**src/rtl/traffic_pkg.sv**
```systemverilog
// Shared types and constants for the N-approach traffic-light controller.
package traffic_pkg;

  typedef enum logic [1:0] {ALL_RED, GREEN, YELLOW, FLASH} state_t;

  // Lamp-plane indices into the packed lamp array.
  localparam int G = 0;
  localparam int Y = 1;
  localparam int R = 2;

  function automatic int max3(input int a, input int b, input int c);
    int m;
    m = (a > b) ? a : b;
    return (m > c) ? m : c;
  endfunction

endpackage

```
**src/rtl/traffic_tick.sv**
```systemverilog
// Clock prescaler: one-cycle tick every TICK_DIV cycles, restartable from 0.
module traffic_tick #(
  parameter int TICK_DIV = 100000000
) (
  input  logic i_clk,
  input  logic i_rst,
  input  logic i_restart,
  output logic o_tick
);

  localparam int CW = (TICK_DIV > 1) ? $clog2(TICK_DIV) : 1;

  logic [CW-1:0] r_cnt;

  assign o_tick = (r_cnt == CW'(TICK_DIV - 1));

  always_ff @(posedge i_clk) begin
    if (i_rst || i_restart) r_cnt <= '0;
    else if (o_tick)        r_cnt <= '0;
    else                    r_cnt <= r_cnt + CW'(1);
  end

endmodule

```
**src/rtl/traffic_ctrl.sv**
```systemverilog
// Round-robin N-approach traffic-light controller with rest-on-green and
// maintenance flash; lamps are registered from the next-state decode.
module traffic_ctrl
  import traffic_pkg::*;
#(
  parameter int N_DIR    = 2,
  parameter int TICK_DIV = 100000000,
  parameter int GREEN_T  = 8,
  parameter int YELLOW_T = 3,
  parameter int ALLRED_T = 1
) (
  input  logic                     i_clk,
  input  logic                     i_rst,
  input  logic [N_DIR-1:0]         i_req,
  input  logic                     i_flash,
  output logic [N_DIR-1:0]         o_green,
  output logic [N_DIR-1:0]         o_yellow,
  output logic [N_DIR-1:0]         o_red,
  output logic [$clog2(N_DIR)-1:0] o_active
);

  localparam int AW = $clog2(N_DIR);
  localparam int TW = $clog2(max3(GREEN_T, YELLOW_T, ALLRED_T) + 1);

  state_t            r_state, w_state_nxt;
  logic [TW-1:0]     r_timer, w_timer_nxt;
  logic [AW-1:0]     r_active, w_active_nxt;
  logic              r_phase, w_phase_nxt;
  logic              w_restart, w_tick, w_expire, w_other;
  logic [2:0][N_DIR-1:0] w_lamp;
  logic [N_DIR-1:0]  r_green, r_yellow, r_red;

  // Priority scan starting just after cur; a lone request on cur is found last.
  function automatic logic [AW-1:0] f_next_req(input logic [AW-1:0] cur,
                                               input logic [N_DIR-1:0] rq);
    int   idx;
    logic found;
    f_next_req = AW'((int'(cur) + 1) % N_DIR);
    found      = 1'b0;
    for (int k = 1; k <= N_DIR; k++) begin
      idx = (int'(cur) + k) % N_DIR;
      if (!found && rq[idx]) begin
        f_next_req = AW'(idx);
        found      = 1'b1;
      end
    end
  endfunction

  traffic_tick #(.TICK_DIV(TICK_DIV)) u_tick (
    .i_clk     (i_clk),
    .i_rst     (i_rst),
    .i_restart (w_restart),
    .o_tick    (w_tick)
  );

  assign w_expire = w_tick && (r_timer == TW'(1));
  assign w_other  = |(i_req & ~(N_DIR'(1) << r_active));

  always_comb begin
    w_state_nxt  = r_state;
    w_timer_nxt  = r_timer;
    w_active_nxt = r_active;
    w_phase_nxt  = r_phase;
    w_restart    = 1'b0;
    if (i_flash) begin
      if (r_state != FLASH) begin
        w_state_nxt = FLASH;
        w_phase_nxt = 1'b1;
        w_restart   = 1'b1;
      end else if (w_tick) begin
        w_phase_nxt = ~r_phase;
      end
    end else begin
      case (r_state)
        FLASH: begin
          w_state_nxt = ALL_RED;
          w_timer_nxt = TW'(ALLRED_T);
          w_restart   = 1'b1;
        end
        ALL_RED: begin
          if (w_expire) begin
            w_state_nxt  = GREEN;
            w_active_nxt = f_next_req(r_active, i_req);
            w_timer_nxt  = TW'(GREEN_T);
            w_restart    = 1'b1;
          end else if (w_tick) begin
            w_timer_nxt = r_timer - TW'(1);
          end
        end
        GREEN: begin
          if (w_expire) begin
            w_restart = 1'b1;
            if (w_other) begin
              w_state_nxt = YELLOW;
              w_timer_nxt = TW'(YELLOW_T);
            end else begin
              w_timer_nxt = TW'(GREEN_T);
            end
          end else if (w_tick) begin
            w_timer_nxt = r_timer - TW'(1);
          end
        end
        default: begin
          if (w_expire) begin
            w_state_nxt = ALL_RED;
            w_timer_nxt = TW'(ALLRED_T);
            w_restart   = 1'b1;
          end else if (w_tick) begin
            w_timer_nxt = r_timer - TW'(1);
          end
        end
      endcase
    end
  end

  // Decode lamps from next-state values so they switch on the state edge.
  always_comb begin
    w_lamp    = '0;
    w_lamp[R] = '1;
    case (w_state_nxt)
      GREEN: begin
        w_lamp[G][w_active_nxt] = 1'b1;
        w_lamp[R][w_active_nxt] = 1'b0;
      end
      YELLOW: begin
        w_lamp[Y][w_active_nxt] = 1'b1;
        w_lamp[R][w_active_nxt] = 1'b0;
      end
      FLASH: begin
        w_lamp[R] = '0;
        w_lamp[Y] = {N_DIR{w_phase_nxt}};
      end
      default: ;
    endcase
  end

  always_ff @(posedge i_clk) begin
    if (i_rst) begin
      r_state  <= ALL_RED;
      r_timer  <= TW'(ALLRED_T);
      r_active <= AW'(N_DIR - 1);
      r_phase  <= 1'b0;
      r_green  <= '0;
      r_yellow <= '0;
      r_red    <= '1;
    end else begin
      r_state  <= w_state_nxt;
      r_timer  <= w_timer_nxt;
      r_active <= w_active_nxt;
      r_phase  <= w_phase_nxt;
      r_green  <= w_lamp[G];
      r_yellow <= w_lamp[Y];
      r_red    <= w_lamp[R];
    end
  end

  assign o_green  = r_green;
  assign o_yellow = r_yellow;
  assign o_red    = r_red;
  assign o_active = r_active;

endmodule

```
**config.mk**
```make
export PLATFORM = sky130hd
export DESIGN_NAME = traffic_ctrl
export DESIGN_NICKNAME = d
export VERILOG_FILES = /design/src/rtl/traffic_pkg.sv /design/src/rtl/traffic_tick.sv /design/src/rtl/traffic_ctrl.sv
export SDC_FILE = /design/constraint.sdc
export NUM_CORES = 1
export LEC_CHECK = 0
export ABC_AREA = 1
export BUFFER_PORTS_ARGS = -buffer_cell sky130_fd_sc_hd__buf_2
export CAP_MARGIN = 20
export CORE_ASPECT_RATIO = 0.7
export CORE_MARGIN = 8
export CORE_UTILIZATION = 30
export DETAILED_ROUTE_END_ITERATION = 8
export HOLD_SLACK_MARGIN = 0.08
export PLACE_DENSITY = 0.46
export SLEW_MARGIN = 5
export SYNTH_ARGS = -nofsm -noshare
export SYNTH_HDL_FRONTEND = slang
export SYNTH_SLANG_ARGS = --single-unit
export TNS_END_PERCENT = 50
```
**constraint.sdc**
```tcl
create_clock -name i_clk -period 4.35 [get_ports i_clk]
set_clock_uncertainty 0.05 [all_clocks]
set_input_delay 0.435 -clock i_clk [delete_from_list [all_inputs] [get_ports i_clk]]
set_output_delay 0.435 -clock i_clk [all_outputs]
set_load 0.01 [all_outputs]
```
==> impl_metrics.json <==
{
  "outcome": "completed",
  "finalMaxSlewViolations": 0,
  "hpwl_um": 4069,
  "cts.sinks": 41,
  "htreeDepth": 2,
  "die-area_um2": 10690,
  "drt_iter0_markers": 156,
  "cp.depth": 14,
  "drc": 0,
  "rr_worst_depth": 14,
  "path_class": "reg2reg",
  "die_y_um": 88.94,
  "synth_area_um2": 2280,
  "r2r_end": "o_red[1]",
  "fp.coreArea_um2": 7320,
  "numCtsBuffers": 5,
  "layout_common_cells": "76 x nand2_1, 50 x nor2_1, 41 x dfxtp_1",
  "overflow": 0,
  "dpl.cell_count": 429,
  "synth_seq_area_share_pct": 36.00,
  "cts_resized": 0,
  "power_density_nw_per_um2": 279.9,
  "grt_pass1_wl_um": 9018,
  "die_w_um": 120.2,
  "crit_buf_inv": 3,
  "port_buffers": 11,
  "worst_pin_slew_ns": 0.4714,
  "wirelength_um": 5345,
  "start_util_pct": 31.15,
  "worstPathCellList": "ha_1 -> nand3_1 -> inv_2 -> nand3_2 -> nor2_2 -> nand2_1 -> nand2_1 -> inv_1 -> nor2_1 -> inv_1 -> ha_1 -> nor2_1 -> nor2_1 -> nand2_1",
  "antenna_found_initial": 0,
  "ys_warn_count": 0,
  "cts_tree": "done",
  "dpl_cell_area_um2": 2424,
  "cts_max_path_buffers": 2,
  "vdd_ir_drop_max_uv": 109.5,
  "clk_latency_ns": 0.29,
  "endpoint": "o_red[1]",
  "nNetsFinal": 349,
  "ys_ff_latch": 41,
  "fmaxAchievable_mhz": 387.0,
  "crit_fanout": 11,
  "end_kind": "flip-flop",
  "vias": 1969,
  "totalPowerFinal_mw": 0.7035,
  "max_stage_delay_ns": 0.41,
  "critPathLaunch": "u_tick.r_cnt[0]",
  "r2r-start": "u_tick.r_cnt[0]",
  "area_delta_synth_final_pct": 10.26,
  "n_antenna_cell": 0,
  "io_pins": 12,
  "synth.distinct_cells": 31,
  "tns_ns": 0,
  "synth_cells": 323,
  "finalCriticalPeriod_ns": 2.584,
  "fill_cells": 797,
  "cp.required_ns": 4.48,
  "syn-num-nets": 334,
  "cap_violations": 0,
  "avgSynthCellArea_um2": 7.058,
  "rows": 26,
  "arrival_ns": 2.72,
  "post_cts_buffers": 0,
  "drtAntennaViolNets": 0,
  "min_path_type": "in2reg",
  "fin_crit_sh_pct": 59.40,
  "gp_congestion": 0.8348,
  "final_common_cell": "nand2_1",
  "finalInstanceArea_um2": 2514,
  "wl_per_cell_um": 12.26,
  "final-hold-violation-count": 0,
  "leakage_nw": 0.9536,
  "setup_viol": 0,
  "track_usage_pct": 10.63,
  "maxSlewHeadroom_pct": 68.54,
  "layoutNonFillerInstCount": 436,
  "drive_gt1_share_pct": 13.61,
  "grt_pass1_vias": 1741,
  "clk_pin_slew_ns": 0.09,
  "rsz0062_at_grt": "false",
  "via_per_inst": 4.516,
  "root_buffer": "clkbuf_8",
  "dr.pass1.iters": 4,
  "cpMaxStageDelayCell": "nor2_2",
  "cp-start-kind": "flip-flop",
  "critPathTopFamily": "simple AND/OR/NAND/NOR gates",
  "ctsHoldBuffers": 0,
  "r2r_slack_ns": 1.77,
  "grt_max_degree": 28
}
## metrics by stage
step	utilization, %	setup slack [ns]	hold WS (ns)
2_1_floorplan	-	2.238	0.3860
3_3_place_gp	33.11	1.884	0.4073
3_5_place_dp	33.11	1.789	0.4125
4_1_cts	34.34	1.763	0.3597
5_1_grt	34.34	1.488	0.3739
6_report	34.34	1.766	0.3812
## metal layers
metal	GRT usage (%)	wire, µm	up-vias
met5	0	0	-
met4	3.386	50	0
met3	2.271	243	4
met2	12.39	1729	40
met1	17.44	3322	872
li1	-	-	1053
## power breakdown
group | leakage [nW] | switching, mW | internal, mW
registers | 0.333 | 0.00585 | 0.384
logic | 0.577 | 0.0377 | 0.0178
clock network | 0.0433 | 0.133 | 0.126
total | 0.954 | 0.176 | 0.527
## cells by family after synthesis
family	count (synthesis)	synth area share, %
buffers and inverters	46	8.562
adders and majority gates	6	3.293
and+or+nand+nor	190	39.46
xor gates and xnor gates	19	7.300
DFF	41	36.00
AOI/OAI and AO/OA	21	5.379
## area by class of cell
class,count,area (µm²),area share (%)
Multi-Input combinational cell,236,1264,50.27
Sequential cell,41,820.8,32.65
Clock inverter,1,7.507,0.2987
Inverter,43,161.4,6.421
Timing Repair Buffer,11,55.05,2.190
Clock buffer,6,82.58,3.285
Tap cell,98,122.6,4.878
## Yosys cell counts
cell	instances	share of area, %
nand4_1	9	2.5
nand3_1	18	4.0
dfxtp_1	41	36
nor3_1	9	2.0
o21ai_4	1	0.71
a21oi_1	12	2.6
nand2_1	76	13
and3_1	1	0.27
o2111ai_1	1	0.38
o21ai_1	1	0.22
o31ai_1	1	0.33
xor2_1	11	4.2
clkinv_1	1	0.16
nand2_2	5	1.4
or2_2	3	0.82
nor4_2	1	0.55
nand3_2	2	0.88
nand4_4	2	1.9
nor2_1	50	8.2
nor3_2	1	0.44
nor3_4	1	0.71
nor2_2	7	1.9
inv_2	5	0.82
xnor2_1	8	3.1
nor4_1	3	0.82
nor3b_1	1	0.33
o21ai_0	5	1.1
inv_1	37	6.1
buf_6	3	1.5
ha_1	6	3.3
nand3b_1	1	0.33
## how the worst min path moves through the flow
stage                     from              end  slack (ns)  cells past startpoint
2_1_floorplan  u_tick.r_cnt[0]  u_tick.r_cnt[0]        0.39                      1
3_3_place_gp   u_tick.r_cnt[0]  u_tick.r_cnt[0]        0.41                      1
3_5_place_dp   u_tick.r_cnt[0]  u_tick.r_cnt[0]        0.41                      1
4_1_cts                  i_rst       r_state[0]        0.36                      2
5_1_grt                  i_rst       r_state[0]        0.37                      2
6_report                 i_rst       r_state[0]        0.38                      2
## worst reg2reg max path: stages, from the launching register on
cell and delay (ns):
dfxtp_1 0.39, ha_1 0.20, nand3_1 0.15, inv_2 0.11, nand3_2 0.07, nor2_2 0.41, nand2_1 0.13, nand2_1 0.10
inv_1 0.04, nor2_1 0.16, inv_1 0.10, ha_1 0.32, nor2_1 0.05, nor2_1 0.13, nand2_1 0.07
## sequential cells by signal, indices dropped and copies added, names as in the netlist
signal and flops:
o_active 1, o_green 2, r_state 2, o_red 2
r_timer 4, r_phase 1, o_yellow 2, u_tick.r_cnt 27
Note: power is estimated with default switching activity, not from simulation.
